### src/rtl/mac_accum_requant_pkg.sv
// mac_accum_requant_pkg: shared state encoding, widths and int8 bounds
package mac_accum_requant_pkg;
  typedef enum logic [1:0] {IDLE, ACCUM, ROUND, HOLD} acc_state_t;
  localparam int DW_IN = 16;
  localparam int ACC_W = 24;
  localparam int DW_OUT = 8;
  localparam int CNT_W = 8;
  localparam int INT8_MAX = 127;
  localparam int INT8_MIN = -128;
endpackage

### src/rtl/mac_accum_requant_if.sv
// mac_accum_requant_if: partial-sum input stream and int8 result stream
interface mac_accum_requant_if #(
  parameter int DW_IN = mac_accum_requant_pkg::DW_IN,
  parameter int DW_OUT = mac_accum_requant_pkg::DW_OUT
);
  logic in_valid;
  logic in_ready;
  logic signed [DW_IN-1:0] in_data;
  logic out_valid;
  logic out_ready;
  logic signed [DW_OUT-1:0] out_data;
  logic out_last;
  modport master (output in_valid, in_data, out_ready, input in_ready, out_valid, out_data, out_last);
  modport slave (input in_valid, in_data, out_ready, output in_ready, out_valid, out_data, out_last);
endinterface

### src/rtl/mac_accum_requant_requant_rs.sv
// requant_rs: round-half-up arithmetic right shift with int8 saturation
module requant_rs #(
  parameter int ACC_W = mac_accum_requant_pkg::ACC_W,
  parameter int DW_OUT = mac_accum_requant_pkg::DW_OUT
) (
  input  logic signed [ACC_W-1:0]  acc_i,
  input  logic [4:0]               shift_i,
  output logic signed [DW_OUT-1:0] q_o,
  output logic                     sat_o
);
  import mac_accum_requant_pkg::*;
  logic signed [ACC_W:0] rnd, sum, r;
  logic hi, lo;
  // the rounding add is one bit wider than the accumulator so it cannot wrap
  always_comb begin
    rnd = (ACC_W+1)'(1) << (shift_i - 5'd1);
    sum = $signed({acc_i[ACC_W-1], acc_i}) + rnd;
    r = shift_i == 5'd0 ? $signed({acc_i[ACC_W-1], acc_i}) : sum >>> shift_i;
    hi = r > INT8_MAX;
    lo = r < INT8_MIN;
    q_o = hi ? DW_OUT'(INT8_MAX) : lo ? DW_OUT'(INT8_MIN) : r[DW_OUT-1:0];
    sat_o = hi | lo;
  end
endmodule

### src/rtl/mac_accum_requant.sv
// mac_accum_requant: accumulate partial sums per pixel and requantize to int8
module mac_accum_requant #(
  parameter int DW_IN = mac_accum_requant_pkg::DW_IN,
  parameter int ACC_W = mac_accum_requant_pkg::ACC_W,
  parameter int DW_OUT = mac_accum_requant_pkg::DW_OUT,
  parameter int CNT_W = mac_accum_requant_pkg::CNT_W
) (
  input  logic             clk,
  input  logic             rst,
  input  logic             cfg_start,
  input  logic [CNT_W-1:0] cfg_len,
  input  logic [CNT_W-1:0] cfg_num_out,
  input  logic [4:0]       cfg_shift,
  mac_accum_requant_if.slave s,
  output logic             busy,
  output logic             done,
  output logic             sat_flag
);
  import mac_accum_requant_pkg::*;
  acc_state_t state_q, state_d;
  logic signed [ACC_W-1:0] acc_q;
  logic [CNT_W-1:0] cnt_q, out_cnt_q, len_q, num_q;
  logic [4:0] shift_q;
  logic signed [DW_OUT-1:0] out_data_q, rq;
  logic out_last_q, done_q, sat_q, rq_sat;
  logic [ACC_W:0] sum;
  logic ovf, hs_in, hs_out, last_in;
  assign sum = {acc_q[ACC_W-1], acc_q} + {{(ACC_W+1-DW_IN){s.in_data[DW_IN-1]}}, s.in_data};
  assign ovf = sum[ACC_W] ^ sum[ACC_W-1];
  assign hs_in = s.in_valid & s.in_ready;
  assign hs_out = (state_q == HOLD) & s.out_ready;
  assign last_in = cnt_q == len_q - CNT_W'(1);
  assign s.in_ready = state_q == ACCUM;
  assign s.out_valid = state_q == HOLD;
  assign s.out_data = out_data_q;
  assign s.out_last = out_last_q;
  assign busy = state_q != IDLE;
  assign done = done_q;
  assign sat_flag = sat_q;
  requant_rs #(.ACC_W(ACC_W), .DW_OUT(DW_OUT)) u_rs (.acc_i(acc_q), .shift_i(shift_q), .q_o(rq), .sat_o(rq_sat));
  // state register
  always_ff @(posedge clk or posedge rst)
    if (rst) state_q <= IDLE;
    else state_q <= state_d;
  // next state: start, collect len sums, one round cycle, hold until taken
  always_comb begin
    state_d = state_q;
    if (state_q == IDLE) state_d = cfg_start ? ACCUM : IDLE;
    if (state_q == ACCUM) state_d = hs_in && last_in ? ROUND : ACCUM;
    if (state_q == ROUND) state_d = HOLD;
    if (state_q == HOLD) state_d = !s.out_ready ? HOLD : out_last_q ? IDLE : ACCUM;
  end
  // datapath: config latch, saturating accumulate, result register, counters
  always_ff @(posedge clk or posedge rst)
    if (rst) begin
      acc_q <= '0;
      cnt_q <= '0;
      out_cnt_q <= '0;
      len_q <= '0;
      num_q <= '0;
      shift_q <= '0;
      out_data_q <= '0;
      out_last_q <= 1'b0;
      done_q <= 1'b0;
      sat_q <= 1'b0;
    end else begin
      done_q <= 1'b0;
      if (state_q == IDLE && cfg_start) begin
        len_q <= cfg_len == '0 ? CNT_W'(1) : cfg_len;
        num_q <= cfg_num_out == '0 ? CNT_W'(1) : cfg_num_out;
        shift_q <= cfg_shift;
        acc_q <= '0;
        cnt_q <= '0;
        out_cnt_q <= '0;
        sat_q <= 1'b0;
      end
      if (hs_in) begin
        acc_q <= !ovf ? sum[ACC_W-1:0] : sum[ACC_W] ? {1'b1, {(ACC_W-1){1'b0}}} : {1'b0, {(ACC_W-1){1'b1}}};
        cnt_q <= cnt_q + CNT_W'(1);
        if (ovf) sat_q <= 1'b1;
      end
      if (state_q == ROUND) begin
        out_data_q <= rq;
        out_last_q <= out_cnt_q == num_q - CNT_W'(1);
        if (rq_sat) sat_q <= 1'b1;
      end
      if (hs_out) begin
        acc_q <= '0;
        cnt_q <= '0;
        out_cnt_q <= out_cnt_q + CNT_W'(1);
        done_q <= out_last_q;
      end
    end
endmodule

### src/flat_wrapper.sv
// flat-port wrapper written by rule: the top's interface ports become plain ports
module mac_accum_requant_flat import mac_accum_requant_pkg::*;
#(
  parameter int DW_IN = mac_accum_requant_pkg::DW_IN,
  parameter int ACC_W = mac_accum_requant_pkg::ACC_W,
  parameter int DW_OUT = mac_accum_requant_pkg::DW_OUT,
  parameter int CNT_W = mac_accum_requant_pkg::CNT_W
)
  (clk, rst, cfg_start, cfg_len, cfg_num_out, cfg_shift, busy, done, sat_flag, s_in_valid, s_in_data, s_out_ready, s_in_ready, s_out_valid, s_out_data, s_out_last);
  mac_accum_requant_if #(.DW_IN(DW_IN), .DW_OUT(DW_OUT)) s_i ();
  input  logic clk;
  input  logic rst;
  input  logic cfg_start;
  input  logic [CNT_W-1:0] cfg_len;
  input  logic [CNT_W-1:0] cfg_num_out;
  input  logic [4:0] cfg_shift;
  output logic busy;
  output logic done;
  output logic sat_flag;
  input wire logic [$bits(s_i.in_valid)-1:0] s_in_valid;
  input wire logic [$bits(s_i.in_data)-1:0] s_in_data;
  input wire logic [$bits(s_i.out_ready)-1:0] s_out_ready;
  output wire logic [$bits(s_i.in_ready)-1:0] s_in_ready;
  output wire logic [$bits(s_i.out_valid)-1:0] s_out_valid;
  output wire logic [$bits(s_i.out_data)-1:0] s_out_data;
  output wire logic [$bits(s_i.out_last)-1:0] s_out_last;
  assign s_i.in_valid = s_in_valid;
  assign s_i.in_data = s_in_data;
  assign s_i.out_ready = s_out_ready;
  assign s_in_ready = s_i.in_ready;
  assign s_out_valid = s_i.out_valid;
  assign s_out_data = s_i.out_data;
  assign s_out_last = s_i.out_last;
  mac_accum_requant #(.DW_IN(DW_IN), .ACC_W(ACC_W), .DW_OUT(DW_OUT), .CNT_W(CNT_W)) u_core (.clk(clk), .rst(rst), .cfg_start(cfg_start), .cfg_len(cfg_len), .cfg_num_out(cfg_num_out), .cfg_shift(cfg_shift), .s(s_i), .busy(busy), .done(done), .sat_flag(sat_flag));
endmodule
### config.mk
export PLATFORM = sky130hd
export DESIGN_NAME = mac_accum_requant_flat
export DESIGN_NICKNAME = d
export VERILOG_FILES = /design/src/rtl/mac_accum_requant_pkg.sv /design/src/rtl/mac_accum_requant_if.sv /design/src/rtl/mac_accum_requant_requant_rs.sv /design/src/rtl/mac_accum_requant.sv /design/src/flat_wrapper.sv
export SDC_FILE = /design/constraint.sdc
export NUM_CORES = 1
export LEC_CHECK = 0
export BUFFER_PORTS_ARGS = -buffer_cell sky130_fd_sc_hd__buf_2
export CORE_AREA = 2 2 143 145
export DETAILED_ROUTE_END_ITERATION = 12
export DIE_AREA = 0 0 145 147
export GPL_TIMING_DRIVEN = 0
export HOLD_SLACK_MARGIN = 0.1
export PLACE_DENSITY_LB_ADDON = 0.1
export SKIP_LAST_GASP = 1
export SYNTH_ARGS = -nofsm -noshare
export SYNTH_HDL_FRONTEND = slang
export SYNTH_SLANG_ARGS = --single-unit
### constraint.sdc
create_clock -name clk -period 8.5 [get_ports clk]
set_clock_uncertainty 0.15 [all_clocks]
set_input_delay 0.85 -clock clk [delete_from_list [all_inputs] [get_ports clk]]
set_output_delay 0.85 -clock clk [all_outputs]
set_load 0.02 [all_outputs]
# After elaboration in Yosys (flattened, before gate mapping)
# Index checks and enable logic that the tools add are counted.
[classes] addsub=7 magnitude_cmp=2 n_eq_ne=5 shift=2 mux=28 n_bitwise=4 n_reduce_logical=10
[ops] cell="two-way mux 24 bit" count=5
[ops] cell="two-way mux 8 bit" count=8
[ops] cell="adder 24 x 16 -> 25 bit" count=1
[ops] cell="adder 24 x 25 -> 25 bit" count=1
[ops] cell="> comparator 25 x 8 -> 1 bit, second input constant" count=1
[ops] cell="less-than comparator 25 x 8 -> 1 bit, second input constant" count=1
[ops] cell="two-way mux 25 bit" count=1
[ops] cell="<< shifter 1 x 5 -> 25 bit, first input constant" count=1
[ops] cell=">>> shifter 25 x 5 -> 25 bit" count=1
[ops] cell="adder 8 x 1 -> 8 bit, second input constant" count=2
[ops] cell="equality test 8 bit" count=2
[ops] cell="zero test 8 bit" count=2
[ops] cell="subtractor 8 x 1 -> 8 bit, second input constant" count=2
[ops] cell="two-way mux 2 bit" count=6
[ops] cell="two-way mux 1 bit" count=8
[ops] cell="zero test 5 bit" count=1
[ops] cell="subtractor 5 x 1 -> 5 bit, second input constant" count=1
[ops] cell="equality test 2 bit, second input constant" count=2
[ops] cell="nonzero test 2 bit" count=2
[ops] cell="nonzero test 4 bit" count=1
[ops] cell="nonzero test 3 bit" count=1
[ops] cell="AND 1 bit" count=2
[ops] cell="equality test 2 x 1 -> 1 bit, second input constant" count=1
[ops] cell="logical AND 1 bit" count=2
[ops] cell="3 further kinds" count=3
[word_totals] register_bits=74 input_bits=42 output_inout_bits=14 wordCells=69

# Logic depth before layout (Yosys ltp)
# Gate-level depths: netlist (run 1).
[logic_depth] depth_word=9 ltp_mapped=23 ltp_nobuf=19

# Modules after synthesis
# Synthesis (run 1) repeated with hierarchy kept, for this count alone.
[unflattened] cells_unflattened=1157 area_unflattened_um2=8705.8
[by_module_without_submodules] module="mac_accum_requant" instances=1 cells_each=493 area_per_inst_um2=4626.9 seq_area_each_um2=1851.8
[by_module_without_submodules] module="requant_rs" instances=1 cells_each=664 area_per_inst_um2=4078.9 seq_area_each_um2=0.0

# Least setup slack after synthesis (run 1)
# OpenSTA, ideal clock, no wires.
[synth_path] path_kind="reg-to-reg" from="register u_core.shift_q[0]" to="register u_core.sat_q (netlist: u_core.sat_flag)" setup_ps=132 arrival_time_ps=5064 required_ps=8218 setup_slack_ps=3155 path_stages_with_launch=21 n_path_buf=3 synth_period_minus_slack_ps=5345 path_cell_list="dfrtp_1 clkbuf_1 clkbuf_1 buf_1 nand2b_1 nor2_1 ha_1 inv_1 fa_1 nor2b_1 o31a_1 o31ai_2 a21oi_1 xor2_1 mux4_2 and4b_1 a2111o_1 nor4_1 nand4_1 o21ai_2 or3b_1"
[synth_between] elab_chain_len=9 elab_cells_between_ends=11 cone_classes="2 x add/sub; 2 x order compare; 2 x shift; 3 x mux; 1 x bitwise; 1 x reduce/logical"
[synth_rtl] item="start, declared" line_no="mac_accum_requant.sv:23" text="logic [4:0] shift_q;"
[synth_rtl] item="start signal, assigned" line_no="mac_accum_requant.sv:71" text="shift_q <= cfg_shift;"
[synth_rtl] item="subtractor 5 x 1 -> 5 bit" line_no="mac_accum_requant_requant_rs.sv:16" text="rnd = (ACC_W+1)'(1) << (shift_i - 5'd1);"
[synth_rtl] item="<< shifter 1 x 5 -> 25 bit" line_no="mac_accum_requant_requant_rs.sv:16"
[synth_rtl] item="adder 24 x 25 -> 25 bit" line_no="mac_accum_requant_requant_rs.sv:17" text="sum = $signed({acc_i[ACC_W-1], acc_i}) + rnd;"
[synth_rtl] item=">>> shifter 25 x 5 -> 25 bit" line_no="mac_accum_requant_requant_rs.sv:18" text="r = shift_i == 5'd0 ? $signed({acc_i[ACC_W-1], acc_i}) : sum >>> shift_i;"
[synth_rtl] item="two-way mux 25 bit *" line_no="mac_accum_requant_requant_rs.sv:18"
[synth_rtl] item="> comparator 25 x 8 -> 1 bit or less-than comparator 25 x 8 -> 1 bit (tied branches)" line_no="mac_accum_requant_requant_rs.sv:19, mac_accum_requant_requant_rs.sv:20"
[synth_rtl] item="bitwise OR 1 bit *" line_no="mac_accum_requant_requant_rs.sv:22" text="sat_o = hi | lo;"
[synth_rtl] item="two-way mux 1 bit *" line_no="mac_accum_requant.sv:85" text="if (rq_sat) sat_q <= 1'b1;"
[synth_rtl] item="two-way mux 1 bit *" line_no="mac_accum_requant.sv:82" text="if (state_q == ROUND) begin"
[synth_rtl] item="end signal, assigned" line_no="mac_accum_requant.sv:75" text="sat_q <= 1'b0;"
[synth_rtl] item="end signal, assigned" line_no="mac_accum_requant.sv:80" text="if (ovf) sat_q <= 1'b1;"
[synth_rtl] item="end signal, assigned" line_no="mac_accum_requant.sv:85"
[synth_rtl] item="end, declared" line_no="mac_accum_requant.sv:25" text="logic out_last_q, done_q, sat_q, rq_sat;"
# Every way passes the cells marked *; elsewhere a longest branch is shown, timed or not.
# A chain may end at the register's enable or synchronous reset.

# Worst setup path after layout (run 1)
[layout_path] from="register u_core.shift_q[1]" to="register u_core.out_data_q[1] (netlist: u_core.s.out_data[1])"
[layout_between] elab_chain_len=8 elab_cells_between_ends=10 cone_classes="2 x add/sub; 2 x order compare; 2 x shift; 3 x mux; 1 x reduce/logical"
[layout_rtl] item="subtractor 5 x 1 -> 5 bit" line_no="mac_accum_requant_requant_rs.sv:16"
[layout_rtl] item="<< shifter 1 x 5 -> 25 bit" line_no="mac_accum_requant_requant_rs.sv:16"
[layout_rtl] item="adder 24 x 25 -> 25 bit" line_no="mac_accum_requant_requant_rs.sv:17"
[layout_rtl] item=">>> shifter 25 x 5 -> 25 bit" line_no="mac_accum_requant_requant_rs.sv:18"
[layout_rtl] item="two-way mux 25 bit *" line_no="mac_accum_requant_requant_rs.sv:18"
[layout_rtl] item="less-than comparator 25 x 8 -> 1 bit" line_no="mac_accum_requant_requant_rs.sv:20" text="lo = r < INT8_MIN;"
[layout_rtl] item="two-way mux 8 bit" line_no="mac_accum_requant_requant_rs.sv:21" text="q_o = hi ? DW_OUT'(INT8_MAX) : lo ? DW_OUT'(INT8_MIN) : r[DW_OUT-1:0];"
[layout_rtl] item="two-way mux 8 bit *" line_no="mac_accum_requant_requant_rs.sv:21"
[layout_rtl] item="end signal, assigned" line_no="mac_accum_requant.sv:83" text="out_data_q <= rq;"
[layout_rtl] item="end, declared" line_no="mac_accum_requant.sv:24" text="logic signed [DW_OUT-1:0] out_data_q, rq;"
# Marked as above.

==> results by group, run 1 <==
Outcome
  • Status: complete, no violations

Worst setup path
  • Buf/Inv on CP: 2
  • Req. time, crit path: 8.59 ns
  • R2r worst-path depth: 20
  • Critical Path Slowest Stage Cell: a221oi_1
  • Worst Path Max Fanout: 10
  • CP Class: reg2reg
  • Reg-to-reg startpoint: u_core.shift_q[1]
  • Crit-path cells: inv_1 > nand2_1 > nor2_1 > nor2_2 > nand3_1 > nor2_1 > ha_1 > buf_2 > o21ai_0 > o21bai_1 > or4_4 > a21oi_1 > o21ai_0 > a221oi_1 > nand2_1 > o2111ai_1 > o2111ai_1 > nor4b_2 > a21oi_1 > o311ai_1
  • Crit path launch type: flop
  • Worst Path Arrival: between 7 and 8 ns
  • Crit. End Element: flop
  • CP delay by family, top: compound AO/OA/AOI/OAI gates
  • Reg2Reg Setup Slack: approximately 1.2 ns
  • Crit-path max cell delay: approximately 0.94 ns
  • Reg2Reg Capture Point: u_core.s.out_data[1]

Logic synthesis
  • Count of cell types in the netlist: 85
  • Avg Inst Size Synth: 7.275 µm²
  • Number of synthesized register bits: 74
  • Net Count, Synth: about 1300
  • Main synth FF type: dfrtp_1
  • Post-synthesis cell area: 0.008708 mm²
  • Number of synthesized flops with an enable pin: 0
  • Sequential share of the synthesized area: 21.26%
  • Total number of yosys warnings: 0
  • Post-synthesis cell count: between 1000 and 1500
  • Synth async-reset ratio: 100.0%

Worst hold path
  • HP Class: in2async

Pwr
  • Total power: around 4.4 mW
  • Lkg Pwr: ~4.1 nW
  • Maximum vdd drop: ~0.28 mV
  • P per Cell Area: 450.3 mW/mm²

Run
  • Maximum capacitance violations: 0

Place
  • Placed Cells: roughly 1500
  • IO Port Bufs: 55
  • GPL Wtd Cong: roughly 1.0
  • Detail Placement HPWL: approximately 27 mm
  • Post-place setup slack: 1.411 ns
  • Dpl cell area: ~0.0094 mm²

Routing
  • DRC: 0
  • 1st-iter DRT viols: 742
  • ANT nets after route: 0
  • Vias per inst: around 6.3
  • Via count: between 9000 and 10000
  • WL/cell: between 20 and 25 µm
  • 1st-pass router iterations: 5
  • Total Wirelength: 33.17 mm

Global route
  • Largest net degree at the start of global routing: between 60 and 70
  • Global route total overflow: 0
  • GR Util All Layers: a little under a third
  • Global-route wire length before repair: a little over 50 mm
  • Antenna violations before repair: 0
  • Vias in the first global route: slightly above 9000

Floorplan
  • I/O pin count: between 50 and 60
  • Area of the core: 0.01984 mm²
  • Initial Utilization: approximately 44%
  • Die Span X: ~150 µm
  • Chip height: between 100 and 150 µm
  • Row cnt: 52
  • Die area: approximately 0.021 mm²

CTS
  • Clock Tree Buf Depth: 2
  • Post-CTS Hold Fix Bufs: 0
  • Post-CTS setup buffers: 0
  • CTS Buf Count: 9
  • H-tree levels: 3
  • CTS root buf: clkbuf_16
  • Sink Count: 74
  • Worst-Skew Late Latency: 0.34 ns
  • Worst-path clk slew: around 0.060 ns
  • CTS-repair resized insts: 0
  • CTS tree: done

Cells and area
  • Layout cells sized above 1: 9.227%
  • FILL cells: between 2000 and 2500
  • Final instance area: slightly below 0.01 mm²
  • Commonest non-fill, non-tap cell in the layout: nand2_1
  • Most frequent cells in the layout: nand2_1, nor2_1, o21ai_0
  • Non-filler cells, final: 1538
  • Area Growth Syn to Fin: 11.01%
  • Fin nets: 1360
  • Fin util: a little under 50%
  • Ant. Diodes: 0

Timing
  • Final Hold Viols: 0
  • Peak Freq: between 100 and 150 MHz
  • Min cycle time layout: 7.320 ns
  • PnR worst setup slack: about 1.2 ns
  • Final hold slack: approximately 0.24 ns
  • Slew headroom: between 30% and 40%
  • Setup_tns: 0 ns
  • Period Utilization, post-route: 86.12%
  • Number of setup violations in the final report: 0
  • Unrepaired setup endpoints after global routing: false
  • Worst Max-Slew Pin Slew: around 1.0 ns
  • Slew Limit Fails: 0
==> registers in the layout (all words and copies together) (netlist names) <==
name and flops:
u_core.done 1, u_core.sat_flag 1, u_core.len_q 8, u_core.shift_q 5, u_core.acc_q 24, u_core.cnt_q 8, u_core.out_cnt_q 8, u_core.s.out_last 1
u_core.num_q 8, u_core.state_q 2, u_core.s.out_data 8
==> power breakdown <==
group,internal [mW],total [mW],switching (mW),leakage (nW)
Sequential,0.495,0.733,0.238,0.927
Clock,0.257,0.417,0.160,0.152
Combinational,1.14,3.20,2.06,3.04
Total,1.89,4.35,2.46,4.12
==> worst max-delay path by stage <==
stage,to,startpoint,depth (start not counted)
floorplan,u_core.sat_flag,u_core.shift_q[0],20
global placement,u_core.s.out_data[1],u_core.shift_q[0],21
detailed placement,u_core.sat_flag,u_core.shift_q[0],21
CTS,u_core.s.out_data[1],u_core.shift_q[0],21
global route,u_core.s.out_data[1],u_core.shift_q[0],19
finish,u_core.s.out_data[1],u_core.shift_q[1],20
==> synth_stat cells (all sizes together) (4+ instances only) <==
cell | n | share of area, %
a21o | 18 | 1.6
o22ai | 7 | 0.50
o21a | 15 | 1.3
o31ai | 8 | 0.80
nor3b | 5 | 0.43
nand2b | 9 | 0.65
inv | 34 | 1.5
nor2b | 5 | 0.36
buf | 13 | 1.1
a2111oi | 8 | 1.0
a21boi | 11 | 0.99
and3 | 15 | 1.1
o31a | 4 | 0.40
o211a | 6 | 0.69
a221oi | 7 | 0.70
a22oi | 4 | 0.34
o21ai | 114 | 6.6
a22o | 6 | 0.60
a211oi | 16 | 1.4
and2 | 12 | 0.86
nor4b | 5 | 0.65
o211ai | 22 | 1.9
xor2 | 24 | 2.4
xnor2 | 34 | 3.4
nand3 | 35 | 2.0
nor2 | 130 | 5.6
dfrtp | 74 | 21
ha | 52 | 7.5
or3 | 14 | 1.0
a21oi | 82 | 4.8
a211o | 6 | 0.60
clkbuf | 45 | 2.3
or4 | 7 | 0.65
a31oi | 18 | 1.3
nand2 | 179 | 7.7
nor3 | 30 | 1.7
o221ai | 5 | 0.50
o2111ai | 8 | 0.80
nand4 | 22 | 1.6
o21bai | 6 | 0.52
mux2i | 19 | 2.2
nor4 | 11 | 0.79
or2 | 10 | 0.72
==> worst reg2reg max path, cell delays in order, from the launching register on <==
cell and delay [ns]:
dfrtp_1 0.46, inv_1 0.18, nand2_1 0.32, nor2_1 0.17
nor2_2 0.51, nand3_1 0.39, nor2_1 0.21, ha_1 0.25
buf_2 0.17, o21ai_0 0.21, o21bai_1 0.18, or4_4 0.63
a21oi_1 0.34, o21ai_0 0.29, a221oi_1 0.94, nand2_1 0.32
o2111ai_1 0.40, o2111ai_1 0.19, nor4b_2 0.32, a21oi_1 0.25
o311ai_1 0.34
==> area by class of cell <==
class | instances | area (µm²) | share of cell area, %
Buffer | 58 | 295.3 | 3.055
Clock buffer | 9 | 225.2 | 2.330
Clock inverter | 6 | 90.09 | 0.9319
Inverter | 34 | 130.1 | 1.346
Multi-Input combinational cell | 1031 | 6434 | 66.55
Sequential cell | 74 | 1852 | 19.16
Tap cell | 270 | 337.8 | 3.495
Timing Repair Buffer | 56 | 302.8 | 3.132
==> logic make-up after synthesis <==
group,count (synthesis),synth area share (%)
mux,24,3.089
flops,74,21.26
simple gates,500,26.94
xor+xnor,58,5.833
compound gates,395,30.09
buf+inv,92,4.856
fa+ha+maj,54,7.931
==> per-layer routing <==
layer	vias up	routed length, µm	track usage [%]	part of all wire [%]
met5	-	0	0	0
met4	0	1540	14.31	4.6
met3	101	2309	4.658	7.0
met2	360	14160	46.79	43
met1	4603	15160	43.10	46
li1	4576	-	-	-
No activity file was read; power rests on OpenSTA's default activity.
==> run 2, diff against run 1 <==
--- a/config.mk
+++ b/config.mk
@@ -7,12 +7,14 @@
 export LEC_CHECK = 0
 export BUFFER_PORTS_ARGS = -buffer_cell sky130_fd_sc_hd__buf_2
 export CORE_AREA = 2 2 143 145
+export CTS_CLUSTER_DIAMETER = 50
 export DETAILED_ROUTE_END_ITERATION = 12
 export DIE_AREA = 0 0 145 147
 export GPL_TIMING_DRIVEN = 0
 export HOLD_SLACK_MARGIN = 0.1
 export PLACE_DENSITY_LB_ADDON = 0.1
 export SKIP_LAST_GASP = 1
+export SLEW_MARGIN = 20
 export SYNTH_ARGS = -nofsm -noshare
 export SYNTH_HDL_FRONTEND = slang
 export SYNTH_SLANG_ARGS = --single-unit
==> constraint.sdc (replaced) <==
create_clock -name clk -period 8.5 [get_ports clk]
set_clock_uncertainty 0.15 [all_clocks]
set_input_delay 0.425 -clock clk [delete_from_list [all_inputs] [get_ports clk]]
set_output_delay 0.425 -clock clk [all_outputs]
set_load 0.02 [all_outputs]
==> run 2 against run 1 <==
Compared with the run above:
- clock power is 2% lower
- non-clock buffer count is 1 higher
- critical path depth is 1 lower
- first-iteration DRC count is 2.4% lower
- critical path type unchanged
- critical endpoint unchanged
- largest power group unchanged
==> results by group, run 2 (synthesis gave the netlist of run 1 again) <==
CTS
  • Worst-path clk slew: 0.07 ns
  • Post-CTS Hold Fix Bufs: 1
  • CTS-repair resized insts: 0
  • Clock Tree Buf Depth: 2
  • H-tree levels: 3
  • Worst-Skew Late Latency: between 0.3 and 0.4 ns
  • CTS Buf Count: 9
  • CTS root buf: clkbuf_16
  • Sink Count: 74
  • CTS tree: done
  • Post-CTS setup buffers: 0

Place
  • IO Port Bufs: between 50 and 60
  • GPL Wtd Cong: approximately 1.0
  • Detail Placement HPWL: about 27 mm
  • Post-place setup slack: about 1.4 ns

Global route
  • Global route total overflow: 0
  • Vias in the first global route: roughly 9000
  • Global-route wire length before repair: 51.47 mm
  • GR Util All Layers: roughly 31%
  • Antenna violations before repair: 1
  • Largest net degree at the start of global routing: 57

Timing
  • Peak Freq: ~140 MHz
  • Min cycle time layout: 7.355 ns
  • Worst Max-Slew Pin Slew: 1.094 ns
  • Period Utilization, post-route: 86.53%
  • Slew headroom: 27.04%
  • Unrepaired setup endpoints after global routing: false
  • Setup_tns: 0 ns
  • Slew Limit Fails: 0
  • Final Hold Viols: 0
  • Number of setup violations in the final report: 0
  • PnR worst setup slack: between 1 and 1.5 ns

Worst setup path
  • Worst Path Max Fanout: 10
  • Crit-path max cell delay: around 0.97 ns
  • Reg2Reg Setup Slack: approximately 1.1 ns
  • Crit-path cells: clkbuf_1 > clkbuf_1 > buf_1 > nand2b_1 > nor3_1 > ha_1 > clkbuf_1 > a21oi_1 > o21ai_0 > a21o_1 > mux2i_1 > o21ai_0 > a221oi_1 > nand2_1 > o2111ai_1 > o2111ai_1 > nor4b_2 > a21oi_1 > o311ai_1
  • WP depth: 19
  • R2r worst-path depth: 19
  • Req. time, crit path: 8.59 ns
  • Crit. End Element: flop
  • Critical Path Slowest Stage Cell: a221oi_1
  • Crit path launch type: flop
  • CP delay by family, top: compound AO/OA/AOI/OAI gates
  • CP Class: reg2reg
  • Setup crit end: u_core.s.out_data[1]
  • Buf/Inv on CP: 4
  • Worst Path Arrival: approximately 7.5 ns
  • Reg-to-reg startpoint: u_core.shift_q[0]
  • Crit. Startpoint: u_core.shift_q[0]
  • CP dominant cell by count: clkbuf_1
  • Reg2Reg Capture Point: u_core.s.out_data[1]

Routing
  • Met1 WL: ~15 mm
  • Via count: between 9000 and 10000
  • Vias per inst: between 6 and 7
  • DRC: 0
  • Routed wire length on met2: 14.37 mm
  • 1st-pass router iterations: 5
  • 1st-iter DRT viols: roughly 720
  • ANT nets after route: 0
  • Met3 routed WL: approximately 2.4 mm
  • WL/cell: roughly 22 µm
  • Top Layer Used: met4
  • Total Wirelength: around 33 mm

Cells and area
  • Fin nets: ~1400
  • Largest register by flop count: u_core.acc_q
  • Ant. Diodes: 0
  • Layout cells sized above 1: under 10%
  • Area Growth Syn to Fin: 11.09%
  • Max FFs per register: 24
  • Most frequent cells in the layout: nand2_1, nor2_1, o21ai_0
  • Commonest non-fill, non-tap cell in the layout: nand2_1

Floorplan
  • Initial Utilization: 43.88%
  • Row cnt: 52
  • Die Span X: around 150 µm
  • Die area: between 0.02 and 0.025 mm²
  • Area of the core: 0.01984 mm²
  • Chip height: around 150 µm
  • I/O pin count: 56

Outcome
  • Status: complete, no violations

Run
  • Maximum capacitance violations: 0

Worst hold path
  • HP Class: in2reg

Pwr
  • P per Cell Area: between 400 and 500 mW/mm²
  • Lkg Pwr: about 4.1 nW
  • Maximum vdd drop: 0.2697 mV
## run 2: power by group
part	internal [mW]	switching (mW)
logic	1.14	2.06
clock network	0.245	0.163
registers	0.495	0.237
total	1.88	2.46
## run 2: worst reg2reg max path: stages (launching register included)
cell and delay, ns:
dfrtp_1 0.34, clkbuf_1 0.46, clkbuf_1 0.51, buf_1 0.44
nand2b_1 0.28, nor3_1 0.24, ha_1 0.26, clkbuf_1 0.21
a21oi_1 0.33, o21ai_0 0.34, a21o_1 0.27, mux2i_1 0.31
o21ai_0 0.30, a221oi_1 0.97, nand2_1 0.32, o2111ai_1 0.40
o2111ai_1 0.19, nor4b_2 0.34, a21oi_1 0.25, o311ai_1 0.32
## run 2: per-layer routing
metal  vias up  global-route usage (%)
met4         0                   13.71
met3        86                   6.087
met1      4512                   42.65
li1       4578                       -
met2       335                   47.14
met5         -                       0
## run 2: worst min path at each step
stage / from / endpoint / slack (ns) / cells after the start
3_5_place_dp: rst / u_core.acc_q[4] / 0.24 / 2
6_report: cfg_num_out[4] / u_core.num_q[4] / 0.13 / 3
5_1_grt: cfg_num_out[2] / u_core.num_q[2] / 0.14 / 3
3_3_place_gp: u_core.num_q[7] / u_core.num_q[7] / 0.34 / 2
2_1_floorplan: u_core.len_q[7] / u_core.len_q[7] / 0.32 / 2
4_1_cts: cfg_num_out[4] / u_core.num_q[4] / 0.12 / 3
## run 2: area by class of cell
type	count	area, µm²
Clock buffer	11	252.7
Timing Repair Buffer	57	312.8
Clock inverter	5	60.06
Inverter	34	130.1
Sequential cell	74	1852
Tap cell	270	337.8
Fill cell	2092	10170
Multi-Input combinational cell	1031	6434
Buffer	58	295.3
## run 2: stage by stage
stage	instances	total power [mW]	hold slack, ns	util, %	instance area [µm²]
floorplan	1197	2.907	0.3152	-	8708
global placement	1522	3.846	0.3357	46.97	9321
detailed placement	1523	3.835	0.2443	47.12	9351
CTS	1540	4.269	0.1199	48.75	9674
global route	1540	4.671	0.1429	48.75	9674
finish	1540	4.345	0.1269	48.75	9674
==> run 3, diff against run 2 <==
--- a/config.mk
+++ b/config.mk
@@ -5,11 +5,12 @@
 export SDC_FILE = /design/constraint.sdc
 export NUM_CORES = 1
 export LEC_CHECK = 0
+export ABC_AREA = 1
 export BUFFER_PORTS_ARGS = -buffer_cell sky130_fd_sc_hd__buf_2
-export CORE_AREA = 2 2 143 145
+export CORE_AREA = 2 2 141 143
 export CTS_CLUSTER_DIAMETER = 50
 export DETAILED_ROUTE_END_ITERATION = 12
-export DIE_AREA = 0 0 145 147
+export DIE_AREA = 0 0 143 145
 export GPL_TIMING_DRIVEN = 0
 export HOLD_SLACK_MARGIN = 0.1
 export PLACE_DENSITY_LB_ADDON = 0.1
==> run 3 against run 2 <==
Compared with the run above:
- sequential power fell by 5.6%
- via count fell by 2.8%
- setup slack improved by 1.7 ns
- sequential share of layout area rose by 0.43 points
- clock-buffer cell count fell by 1
- final cell count rose by 12%
- area after synthesis fell by 2.1%
- global-route usage fell by 2.3 points
==> results by group, run 3 <==
Worst setup path
  • Worst Path Arrival: ~5.7 ns
  • CP dominant cell by count: nand2_1
  • Crit path launch type: flop
  • Buf/Inv on CP: 6
  • Worst Path Max Fanout: 10
  • Req. time, crit path: about 8.6 ns
  • Crit. End Element: flop
  • Crit-path max cell delay: 0.41 ns
  • Reg2Reg Setup Slack: about 2.9 ns
  • CP delay by family, top: simple AND/OR/NAND/NOR gates
  • CP Class: reg2reg
  • Critical Path Slowest Stage Cell: nor2_1

CTS
  • CTS-repair resized insts: 0
  • CTS root buf: clkbuf_16
  • CTS tree: done
  • CTS Buf Count: 9
  • H-tree levels: 3
  • Clock Tree Buf Depth: 2
  • Sink Count: 74
  • Worst-path clk slew: approximately 0.060 ns
  • Worst-Skew Late Latency: 0.34 ns

Pwr
  • Total power: between 4 and 5 mW
  • P per Cell Area: around 430 mW/mm²
  • Maximum vdd drop: 0.2587 mV
  • Lkg Pwr: a little under 5 nW

Logic synthesis
  • Synth area leaders: dfrtp_1, nand2_1, nand3_1
  • Most frequent cell after synthesis: nand2_1
  • Avg Inst Size Synth: approximately 6 µm²
  • Total number of yosys warnings: 0
  • Post-synthesis cell area: around 0.0085 mm²
  • Post-synth top cells: nand2_1, inv_1, nand3_1
  • Yosys top cell area share: 21.73%
  • Number of synthesized register bits: 74
  • Synth area leader: dfrtp_1
  • Net Count, Synth: approximately 1500
  • Number of synthesized flops with an enable pin: 0
  • Main synth FF type: dfrtp_1
  • Synth async-reset ratio: 100.0%
  • Sequential share of the synthesized area: 21.73%
  • Post-synthesis cell count: ~1400
  • Count of cell types in the netlist: 61

Worst hold path
  • HP Class: in2reg

Cells and area
  • Fin nets: approximately 1600
  • Fin util: between 40 and 50%
  • Max FFs per register: 24
  • Largest register by flop count: u_core.acc_q
  • Ant. Diodes: 0
  • Layout cells sized above 1: 11.26%
  • Commonest non-fill, non-tap cell in the layout: nand2_1
  • Most frequent cells in the layout: nand2_1, inv_1, nand3_1
  • Area Growth Syn to Fin: 11.04%

Place
  • IO Port Bufs: 55
  • GPL Wtd Cong: between 0.9 and 1
  • Detail Placement HPWL: 23.85 mm

Routing
  • WL/cell: ~17 µm
  • ANT nets after route: 0
  • Total Wirelength: a little under 30 mm
  • 1st-pass router iterations: 6
  • DRC: 0
  • 1st-iter DRT viols: between 700 and 800
  • Vias per inst: roughly 5.3
  • Via count: slightly above 9000

Timing
  • Number of setup violations in the final report: 0
  • Setup_tns: 0 ns
  • Final Hold Viols: 0
  • Unrepaired setup endpoints after global routing: false
  • Slew Limit Fails: 0
  • Period Utilization, post-route: about two thirds
  • Min cycle time layout: about 5.6 ns
  • Worst Max-Slew Pin Slew: approximately 0.86 ns
  • Peak Freq: ~180 MHz
  • Slew headroom: a little over two fifths

Floorplan
  • Die Span X: roughly 140 µm
  • Chip height: about 150 µm
  • Die area: ~0.021 mm²
  • I/O pin count: 56
  • Row cnt: between 50 and 60
  • Area of the core: between 0.015 and 0.02 mm²
  • Initial Utilization: approximately 44%

Run
  • Maximum capacitance violations: 0

Outcome
  • Status: complete, no violations

Global route
  • Vias in the first global route: 8666
  • Global-route wire length before repair: between 40 and 50 mm
  • GR Util All Layers: between 20% and 30%
  • Largest net degree at the start of global routing: slightly below 60
  • Antenna violations before repair: 0
  • Global route total overflow: 0
## run 3: tightest hold or removal path, delay by kind of cell
kind          cells  cell delay (ns)
buf+inv           1             0.09
simple gates      2             0.09
## run 3: timing repair
action | CTS | global route
setup buffers | 0 | 0
endpoints found under the setup margin | 0 | 0
endpoints found under the hold margin | 17 | 0
hold buffers | 1 | 0
## run 3: logic make-up after synthesis
logic type | Yosys count | synth area share (%)
AND/OR/NAND/NOR | 774 | 40.46
flip-flops | 74 | 21.73
AO/OA/AOI/OAI | 214 | 14.37
buffers and inverters | 230 | 10.48
multiplexers | 1 | 0.1175
adder cells (fa/ha/maj) | 54 | 8.105
XOR/XNOR | 46 | 4.728
## run 3: path summary, 6_finish.rpt
kind,start,to,cells past startpoint
max,u_core.shift_q[1],u_core.s.out_data[4],33
min,cfg_num_out[5],u_core.num_q[5],3
max reg2reg,u_core.shift_q[1],u_core.s.out_data[4],33
min reg2reg,u_core.s.out_data[7],u_core.s.out_data[7],2
max in group asynchronous,rst,u_core.acc_q[16],4
min in group asynchronous,rst,u_core.len_q[1],3
## run 3: per-layer routing
| metal | GRT usage (%) | share of wire [%] |
|---|---|---|
| met4 | 10.20 | 3.8 |
| met5 | 0 | 0 |
| met1 | 39.04 | 45 |
| met2 | 46.27 | 46 |
| met3 | 3.828 | 5.1 |
## run 3: layout make-up
| cell class | count | area, µm² |
|---|---|---|
| Fill cell | 2125 | 9744 |
| Multi-Input combinational cell | 1089 | 5777 |
| Sequential cell | 74 | 1852 |
| Inverter | 194 | 733.2 |
| Tap cell | 265 | 331.6 |
| Timing Repair Buffer | 57 | 312.8 |
| Clock buffer | 10 | 239.0 |
| Buffer | 36 | 162.7 |
| Clock inverter | 5 | 55.05 |
## run 3: where the power goes
group / leakage [nW] / switching [mW] / internal (mW)
clock: 0.140 / 0.152 / 0.232
sequential: 0.921 / 0.194 / 0.496
combinational: 3.89 / 1.98 / 0.983
## run 3: per-stage QoR
step                area [µm²]  setup slack, ns  std cells  hold WS, ns
global route              9463            2.347       1730       0.1362
floorplan                 8522            4.235       1393       0.3030
finish                    9463            2.885       1730       0.1370
CTS                       9463            3.008       1730       0.1315
detailed placement        9159            3.030       1714       0.2504
global placement          9129            3.032       1713       0.3302
